<file path="src/rtl/keypad_entry_scanner.sv">
// rtl/keypad_entry_scanner.sv - 4x4 matrix keypad scanner with debounce and 4-digit BCD entry buffer
module keypad_entry_scanner #(
    parameter int DEBOUNCE_CNT = 20
) (
    input  logic        clk,
    input  logic        rst,
    input  logic        scan_tick,
    input  logic [3:0]  keypad_col,
    output logic [3:0]  keypad_row,
    input  logic        entry_en,
    input  logic        clear_req,
    output logic        key_valid,
    output logic [3:0]  key_code,
    output logic [15:0] input_data,
    output logic [2:0]  digit_count,
    output logic        enter_pulse,
    output logic [15:0] code_out,
    output logic        func_pulse
);

    localparam int CW = (DEBOUNCE_CNT < 2) ? 1 : $clog2(DEBOUNCE_CNT + 1);
    localparam logic [CW-1:0] CNT_MAX = CW'(DEBOUNCE_CNT);

    typedef enum logic [1:0] {
        S_SCAN     = 2'd0,
        S_DEBOUNCE = 2'd1,
        S_HOLD     = 2'd2
    } state_t;

    state_t        r_state, w_state_nxt;
    logic [1:0]    r_row_idx, w_row_idx_nxt;
    logic [1:0]    r_key_col, w_key_col_nxt;
    logic [CW-1:0] r_count, w_count_nxt, w_count_inc;
    logic [3:0]    r_col_meta, r_col_sync;
    logic [3:0]    w_col_low;
    logic          w_one_low;
    logic [1:0]    w_col_idx;
    logic          w_accept;
    logic [3:0]    w_code;
    logic          w_is_digit, w_is_func, w_is_star, w_is_hash;

    // Two-flop synchronizer for the asynchronous, pulled-up column lines
    always_ff @(posedge clk or posedge rst) begin
        if (rst) begin
            r_col_meta <= 4'b1111;
            r_col_sync <= 4'b1111;
        end else begin
            r_col_meta <= keypad_col;
            r_col_sync <= r_col_meta;
        end
    end

    // Active-low one-hot row drive derived from the row index
    always_comb begin
        keypad_row = ~(4'b0001 << r_row_idx);
    end

    // Column decode: a press is only a single low column; two or more low is ignored
    always_comb begin
        w_col_low   = ~r_col_sync;
        w_count_inc = r_count + 1'b1;
        w_one_low   = 1'b0;
        w_col_idx   = 2'd0;
        case (w_col_low)
            4'b0001: begin w_one_low = 1'b1; w_col_idx = 2'd0; end
            4'b0010: begin w_one_low = 1'b1; w_col_idx = 2'd1; end
            4'b0100: begin w_one_low = 1'b1; w_col_idx = 2'd2; end
            4'b1000: begin w_one_low = 1'b1; w_col_idx = 2'd3; end
            default: begin w_one_low = 1'b0; w_col_idx = 2'd0; end
        endcase
    end

    // Scanner state register
    always_ff @(posedge clk or posedge rst) begin
        if (rst) begin
            r_state   <= S_SCAN;
            r_row_idx <= 2'd0;
            r_key_col <= 2'd0;
            r_count   <= '0;
        end else begin
            r_state   <= w_state_nxt;
            r_row_idx <= w_row_idx_nxt;
            r_key_col <= w_key_col_nxt;
            r_count   <= w_count_nxt;
        end
    end

    // Scanner next-state: scan rows, debounce a single press, wait for a debounced release
    always_comb begin
        w_state_nxt   = r_state;
        w_row_idx_nxt = r_row_idx;
        w_key_col_nxt = r_key_col;
        w_count_nxt   = r_count;
        w_accept      = 1'b0;
        case (r_state)
            S_SCAN: begin
                if (scan_tick) begin
                    if (w_one_low) begin
                        w_key_col_nxt  = w_col_idx;
                        w_count_nxt    = '0;
                        w_count_nxt[0] = 1'b1;
                        if (DEBOUNCE_CNT <= 1) begin
                            w_accept    = 1'b1;
                            w_count_nxt = '0;
                            w_state_nxt = S_HOLD;
                        end else begin
                            w_state_nxt = S_DEBOUNCE;
                        end
                    end else begin
                        w_row_idx_nxt = r_row_idx + 2'd1;
                    end
                end
            end
            S_DEBOUNCE: begin
                if (scan_tick) begin
                    if (w_one_low && (w_col_idx == r_key_col)) begin
                        if (w_count_inc >= CNT_MAX) begin
                            w_accept    = 1'b1;
                            w_count_nxt = '0;
                            w_state_nxt = S_HOLD;
                        end else begin
                            w_count_nxt = w_count_inc;
                        end
                    end else begin
                        // Bounce: abandon the press and resume scanning at the next row
                        w_count_nxt   = '0;
                        w_row_idx_nxt = r_row_idx + 2'd1;
                        w_state_nxt   = S_SCAN;
                    end
                end
            end
            S_HOLD: begin
                if (scan_tick) begin
                    if (w_col_low == 4'b0000) begin
                        if (w_count_inc >= CNT_MAX) begin
                            w_count_nxt   = '0;
                            w_row_idx_nxt = 2'd0;
                            w_state_nxt   = S_SCAN;
                        end else begin
                            w_count_nxt = w_count_inc;
                        end
                    end else begin
                        w_count_nxt = '0;
                    end
                end
            end
            default: begin
                w_state_nxt   = S_SCAN;
                w_row_idx_nxt = 2'd0;
                w_count_nxt   = '0;
            end
        endcase
    end

    // Key map lookup from the fixed row and the captured column
    always_comb begin
        w_code = 4'h0;
        case ({r_row_idx, w_key_col_nxt})
            4'b00_00: w_code = 4'h1;
            4'b00_01: w_code = 4'h2;
            4'b00_10: w_code = 4'h3;
            4'b00_11: w_code = 4'hA;
            4'b01_00: w_code = 4'h4;
            4'b01_01: w_code = 4'h5;
            4'b01_10: w_code = 4'h6;
            4'b01_11: w_code = 4'hB;
            4'b10_00: w_code = 4'h7;
            4'b10_01: w_code = 4'h8;
            4'b10_10: w_code = 4'h9;
            4'b10_11: w_code = 4'hC;
            4'b11_00: w_code = 4'hE;
            4'b11_01: w_code = 4'h0;
            4'b11_10: w_code = 4'hF;
            default:  w_code = 4'hD;
        endcase
        w_is_digit = (w_code <= 4'h9);
        w_is_func  = (w_code >= 4'hA) && (w_code <= 4'hD);
        w_is_star  = (w_code == 4'hE);
        w_is_hash  = (w_code == 4'hF);
    end

    // Key event outputs and entry buffer; a clear request beats any buffer update
    always_ff @(posedge clk or posedge rst) begin
        if (rst) begin
            key_valid   <= 1'b0;
            key_code    <= 4'h0;
            enter_pulse <= 1'b0;
            func_pulse  <= 1'b0;
            code_out    <= 16'h0000;
            input_data  <= 16'h0000;
            digit_count <= 3'd0;
        end else begin
            key_valid   <= w_accept;
            enter_pulse <= w_accept && w_is_hash;
            func_pulse  <= w_accept && w_is_func;
            if (w_accept) begin
                key_code <= w_code;
            end
            if (w_accept && w_is_hash) begin
                code_out <= input_data;
            end
            if (clear_req || (w_accept && (w_is_star || w_is_hash))) begin
                input_data  <= 16'h0000;
                digit_count <= 3'd0;
            end else if (w_accept && w_is_digit && entry_en && (digit_count < 3'd4)) begin
                input_data  <= {input_data[11:0], w_code};
                digit_count <= digit_count + 3'd1;
            end
        end
    end

endmodule

</file>
<file path="config.mk">
export PLATFORM = sky130hd
export DESIGN_NAME = keypad_entry_scanner
export DESIGN_NICKNAME = d
export VERILOG_FILES = /design/src/rtl/keypad_entry_scanner.sv
export SDC_FILE = /design/constraint.sdc
export NUM_CORES = 1
export LEC_CHECK = 0
export CORE_MARGIN = 5
export CORE_UTILIZATION = 57
export CTS_CLUSTER_DIAMETER = 50
export DETAILED_ROUTE_END_ITERATION = 12
export PLACE_DENSITY = 0.85
export SYNTH_ARGS = -nofsm -noshare
export SYNTH_HDL_FRONTEND = slang
export SYNTH_SLANG_ARGS = --single-unit
export TNS_END_PERCENT = 30
</file>
<file path="constraint.sdc">
create_clock -name clk -period 5.3 [get_ports clk]
set_input_delay 1.06 -clock clk [delete_from_list [all_inputs] [get_ports clk]]
set_output_delay 1.06 -clock clk [all_outputs]
set_load 0.02 [all_outputs]
</file>
==> Yosys cells after proc, flatten, opt, wreduce, memory -nomap -nowiden <==
Memories as Yosys holds them, arrays and structs flattened.
Cells that the tools add are included.
{ "classes": {"div_mod_pow": 0, "shifts": 1, "n_lt_le_gt_ge": 5, "n_addsub": 3, "n_reduce_logical": 17, "bitwise": 2, "n_eq_ne": 18, "multipliers": 0, "n_mux": 35} }
{ "op_table": {"columns": ["op", "count"], "rows": [
  ["$mux 5", 7],
  ["$mux 16", 2],
  ["$mux 2", 15],
  ["$pmux 2 s3", 3],
  ["$ne 2x2->1 const B", 8],
  ["$pmux 5 s3", 1],
  ["$reduce_and 7->1", 2],
  ["$eq 4x4->1 const B", 3],
  ["$le 4x4->1 const B", 2],
  ["$logic_and 1x1->1", 8],
  ["$not 4->4", 2],
  ["$mux 3", 2],
  ["$add 5x1->5 const B", 1],
  ["$ge 5x5->1 const B", 1],
  ["$mux 1", 5],
  ["$eq 4x1->1 const B", 1],
  ["$eq 4x2->1 const B", 1],
  ["$eq 4x3->1 const B", 1],
  ["$ge 4x4->1 const B", 1],
  ["$logic_not 4->1", 1],
  ["$reduce_and 4->1", 1],
  ["$reduce_or 4->1", 1],
  ["$shl 1x2->4 const A", 1],
  ["$add 3x1->3 const B", 1],
  ["other kinds (9)", 10]
]} }
{ "word_totals": {"elab_cells": 95, "inputBits": 9, "out_inout_bits": 46, "reg_bits": 61, "ramBits": 0, "rom_bits": 64, "memories": 1, "latch_bits": 0} }
{ "mem_list": {"columns": ["name", "words", "width", "rd", "rd_clocked_by_memory_dff", "wr", "line", "source"], "rows": [
  ["(name not given)", 16, 4, 1, 0, 0, "158", "case ({r_row_idx, w_key_col_nxt})"]
]} }

==> Longest topological paths before layout <==
An unclocked memory read counts as a cell.
{ "logic_depth": {"depth_word": 14, "mapped_depth": 13, "ltp_nobuf": 11} }

==> Worst setup path before layout <==
Ideal clock, no wire load.
{ "synth_timing": {"path_kind": "input-to-reg", "start": "in scan_tick", "end": "reg input_data[10]", "stages": 12, "arrival_time_ps": 3733, "setup_time_ps": 77, "path_buffers": 2, "required_ps": 5223, "setup_slack_ps": 1490, "cell_sequence": "buf_2 -> nor3b_2 -> and3_1 -> nor3_1 -> inv_1 -> ha_1 -> mux2i_1 -> nor2_1 -> a2111oi_4 -> buf_2 -> nand3_1 -> a21oi_1"} }
{ "synth_via": {"elab_chain_cells": 8, "elab_cells_between_ends": 16, "cone_classes": "order compare (1); eq/ne (2); mux (5); reduce/logical (7); memory (1)"} }
{ "synth_lines": {"columns": ["item", "line", "source"], "rows": [
  ["from (decl)", "7", "input logic scan_tick,"],
  ["$mux 2 *", "97", "if (scan_tick) begin"],
  ["$mux 2 *", "95", "case (r_state)"],
  ["net w_key_col_nxt[1]", "32", "logic [1:0] r_key_col, w_key_col_nxt;"],
  ["$mem_v2 16x4 *", null, null],
  ["$le 4x4->1, or another cell as far along", "176", "w_is_digit = (w_code <= 4'h9);"],
  ["$logic_and 1x1->1 / $logic_or 1x1->1 (equally long branches)", "205, 202", null],
  ["$logic_and 1x1->1, on equally long branches", "205, 202", null],
  ["$logic_and 1x1->1 / $logic_or 1x1->1 (equally long branches)", "205, 202", null],
  ["$reduce_bool 2->1 (no line) / $mux 16 (equally long branches)", null, null],
  ["to (signal assigned)", "206", "input_data <= {input_data[11:0], w_code};"],
  ["to (decl)", "14", "output logic [15:0] input_data,"]
]} }
Mark *: on every way through the listed nets, which the timed path passes. The rest lies on a longest branch.
A chain may end at the register's enable or synchronous reset.

==> Final worst setup path <==
{ "layout_timing": {"start": "in scan_tick", "end": "reg input_data[5]"} }
Same word-level chain as after synthesis.

==> results.ini <==
[cts]
clk_path_buf_depth = 2
cts_tree = built
cts_hold_buf = 0
cts.repair.resized = 0
clkTransAtPathRegs_ns = 0.08
cts_setup_buffers = 0
cts-buffers-inserted = 9
h-tree-depth = 3
root_buffer = clkbuf_8
clk_latency_ns = 0.35
cts.sinks = 61

[yosys]
synth_most_common_cell = dfrtp_1
synth_top_area_cell = dfrtp_1
synth.lib_cells_used.distinct = 64
synth_commonest_cells = 53 x dfrtp_1, 25 x a21oi_1, 25 x o21ai_0
synth-async-reset-ratio = 1.00
seq_area_frac_synth = 0.471
synth-edff-count = 0
yosysTopAreaCellShare = 0.407
synthTopCellsByArea = dfrtp_1 41%, dfstp_2 6.4%, ha_1 5.0%
synth_warnings = 0
synth_ff_type = dfrtp_1
syn_avg_cell_area_um2 = 10.7
syn_nets = 328
synth_area_um2 = 3260
postSynthCellCount = 306
synth-seq-cells = 61

[sta]
max-slew-margin-rel = 0.437
max_slew.worst_pin.slew_ns = 0.844
fin_skew_ns = 0.0111
min_period_ns = 4.58
grt_setup_unrepaired = false
hold_viol_final = 0
setup_viol = 0
whs_ns = 0.356
final.setup.tns_ns = 0
clock.fmax_mhz = 218
fin_crit_sh = 0.865
drv_slew = 0

[drt]
antenna_left = 0
first_pass_iters = 4
drcViolationCount = 0
routedWlPerCell_um = 16.9
wirelength_um = 7310
drt_iter0_markers = 216
routed_via_density = 6.03
dr_total_vias = 2610

[finish]
final_util = 0.724
drive_above_1_share = 0.172
final_nets = 378
diodes = 0
syn_to_final_growth_pct = 23.0
n_fill_cell = 412

[place]
gp_congestion = 0.939
port_buffers = 54
dp_hpwl_um = 5030

[global_route]
grt_pass1_wl_um = 12400
grt_pass1_vias = 2533
grt_max_degree = 62
grt.overflow.total = 0
antenna_found_initial = 0
grt_use_total = 0.212

[setup_path]
arrival_ns = 4.85
worstPathRequired_ns = 5.57
startpoint_type = input port
crit_fanout = 15
worstSetupPathType = in2reg
cp-end-kind = flop

[die]
die_x_um = 85.6
die_area_um2 = 7330
rows = 27
die_y_um = 85.6
coreArea_um2 = 5540
ioPinCount = 55
initial_core_util = 0.589

[power_and_ir_drop]
p_per_area_nw_per_um2 = 321
cellLeakagePower_nw = 1.77
peakVddDrop_mv = 0.245

[job]
maxCapViolations = 0

[outcome]
outcome = finished clean

[worst_hold_path]
hp-class = reg2reg

## through the flow
stage	instance area, um2	setup WS [ns]	cells	power [mW]
final	4010	0.718	433	1.29
after floorplan	3260	1.49	306	0.785
after detailed placement	3810	0.457	417	0.872
after global routing	4010	0.381	433	1.36
after CTS	4010	0.783	433	1.29
after global placement	3810	0.669	417	0.861
## report_power, final
group	switching, mW	internal, mW
Sequential	0.0398	0.484
Combinational	0.227	0.120
Clock	0.199	0.219
## cell type report
class,instances,area [um2],area share
inverter,17,63.8,0.0159
multi-input combinational,212,1570,0.392
timing repair buffer,55,548,0.137
clock inverter,7,75.1,0.0187
sequential,61,1540,0.383
clock buffer,9,124,0.0309
tap,72,90.1,0.0225
## logic make-up after synthesis
group,count (synthesis),share of synthesized area
AO/OA/AOI/OAI,87,0.181
AND/OR/NAND/NOR,86,0.152
XOR/XNOR,3,0.0104
flip-flops,61,0.471
adder cells (fa/ha/maj),13,0.0499
multiplexers,23,0.0894
buffers and inverters,33,0.0464
## sequential cells by signal, summed over array words and instances, names as in the netlist, 2 cells and up
name / cells
r_col_meta: 4
r_count: 5
r_col_sync: 4
r_row_idx: 2
r_state: 2
r_key_col: 2
digit_count: 3
code_out: 16
key_code: 4
input_data: 16
## worst paths after layout
| path | end | cells past startpoint | startpoint | slack, ns |
|---|---|---|---|---|
| hold reg to reg | r_col_sync[1] | 0 | r_col_meta[1] | 0.36 |
| max in group asynchronous | r_row_idx[1] | 3 | rst | 3.55 |
| hold / removal | r_col_sync[1] | 0 | r_col_meta[1] | 0.36 |
| setup / recovery | input_data[5] | 11 | scan_tick | 0.72 |
| setup reg to reg | input_data[5] | 10 | r_col_sync[3] | 1.38 |
| min in group asynchronous | code_out[13] | 3 | rst | 1.23 |
## cell usage in the layout (no fill, tap or decap), types with 3 or more instances in the layout
cell              n
or2_2             3
clkbuf_8          9
mux2_4           10
a211oi_1          3
mux2i_1           4
or3_1             3
clkinv_4          3
a21oi_1          25
a31oi_1           3
mux2_2            9
o21ai_0          25
dfrtp_1          53
nor3_1            6
o21a_1            3
dfstp_2           8
nor2_1           16
ha_1             13
nand2_1          16
clkdlybuf4s50_1  54
nand3_1          19
inv_1            16
## metal layers
metal	track usage	wire, um
met3	0.0605	437
met4	0.0820	110
met1	0.286	3240
met5	0	0
met2	0.325	3520
## worst max-delay path, stage by stage
cell	delay, ns
clkdlybuf4s50_1	0.65
nor3b_2	0.36
nor2_1	0.10
nor3_1	0.49
inv_1	0.17
ha_1	0.25
mux2i_1	0.41
nor2_1	0.15
a2111oi_4	0.84
nand3_1	0.17
a21oi_1	0.20
Power figures use the tool's default switching activity.
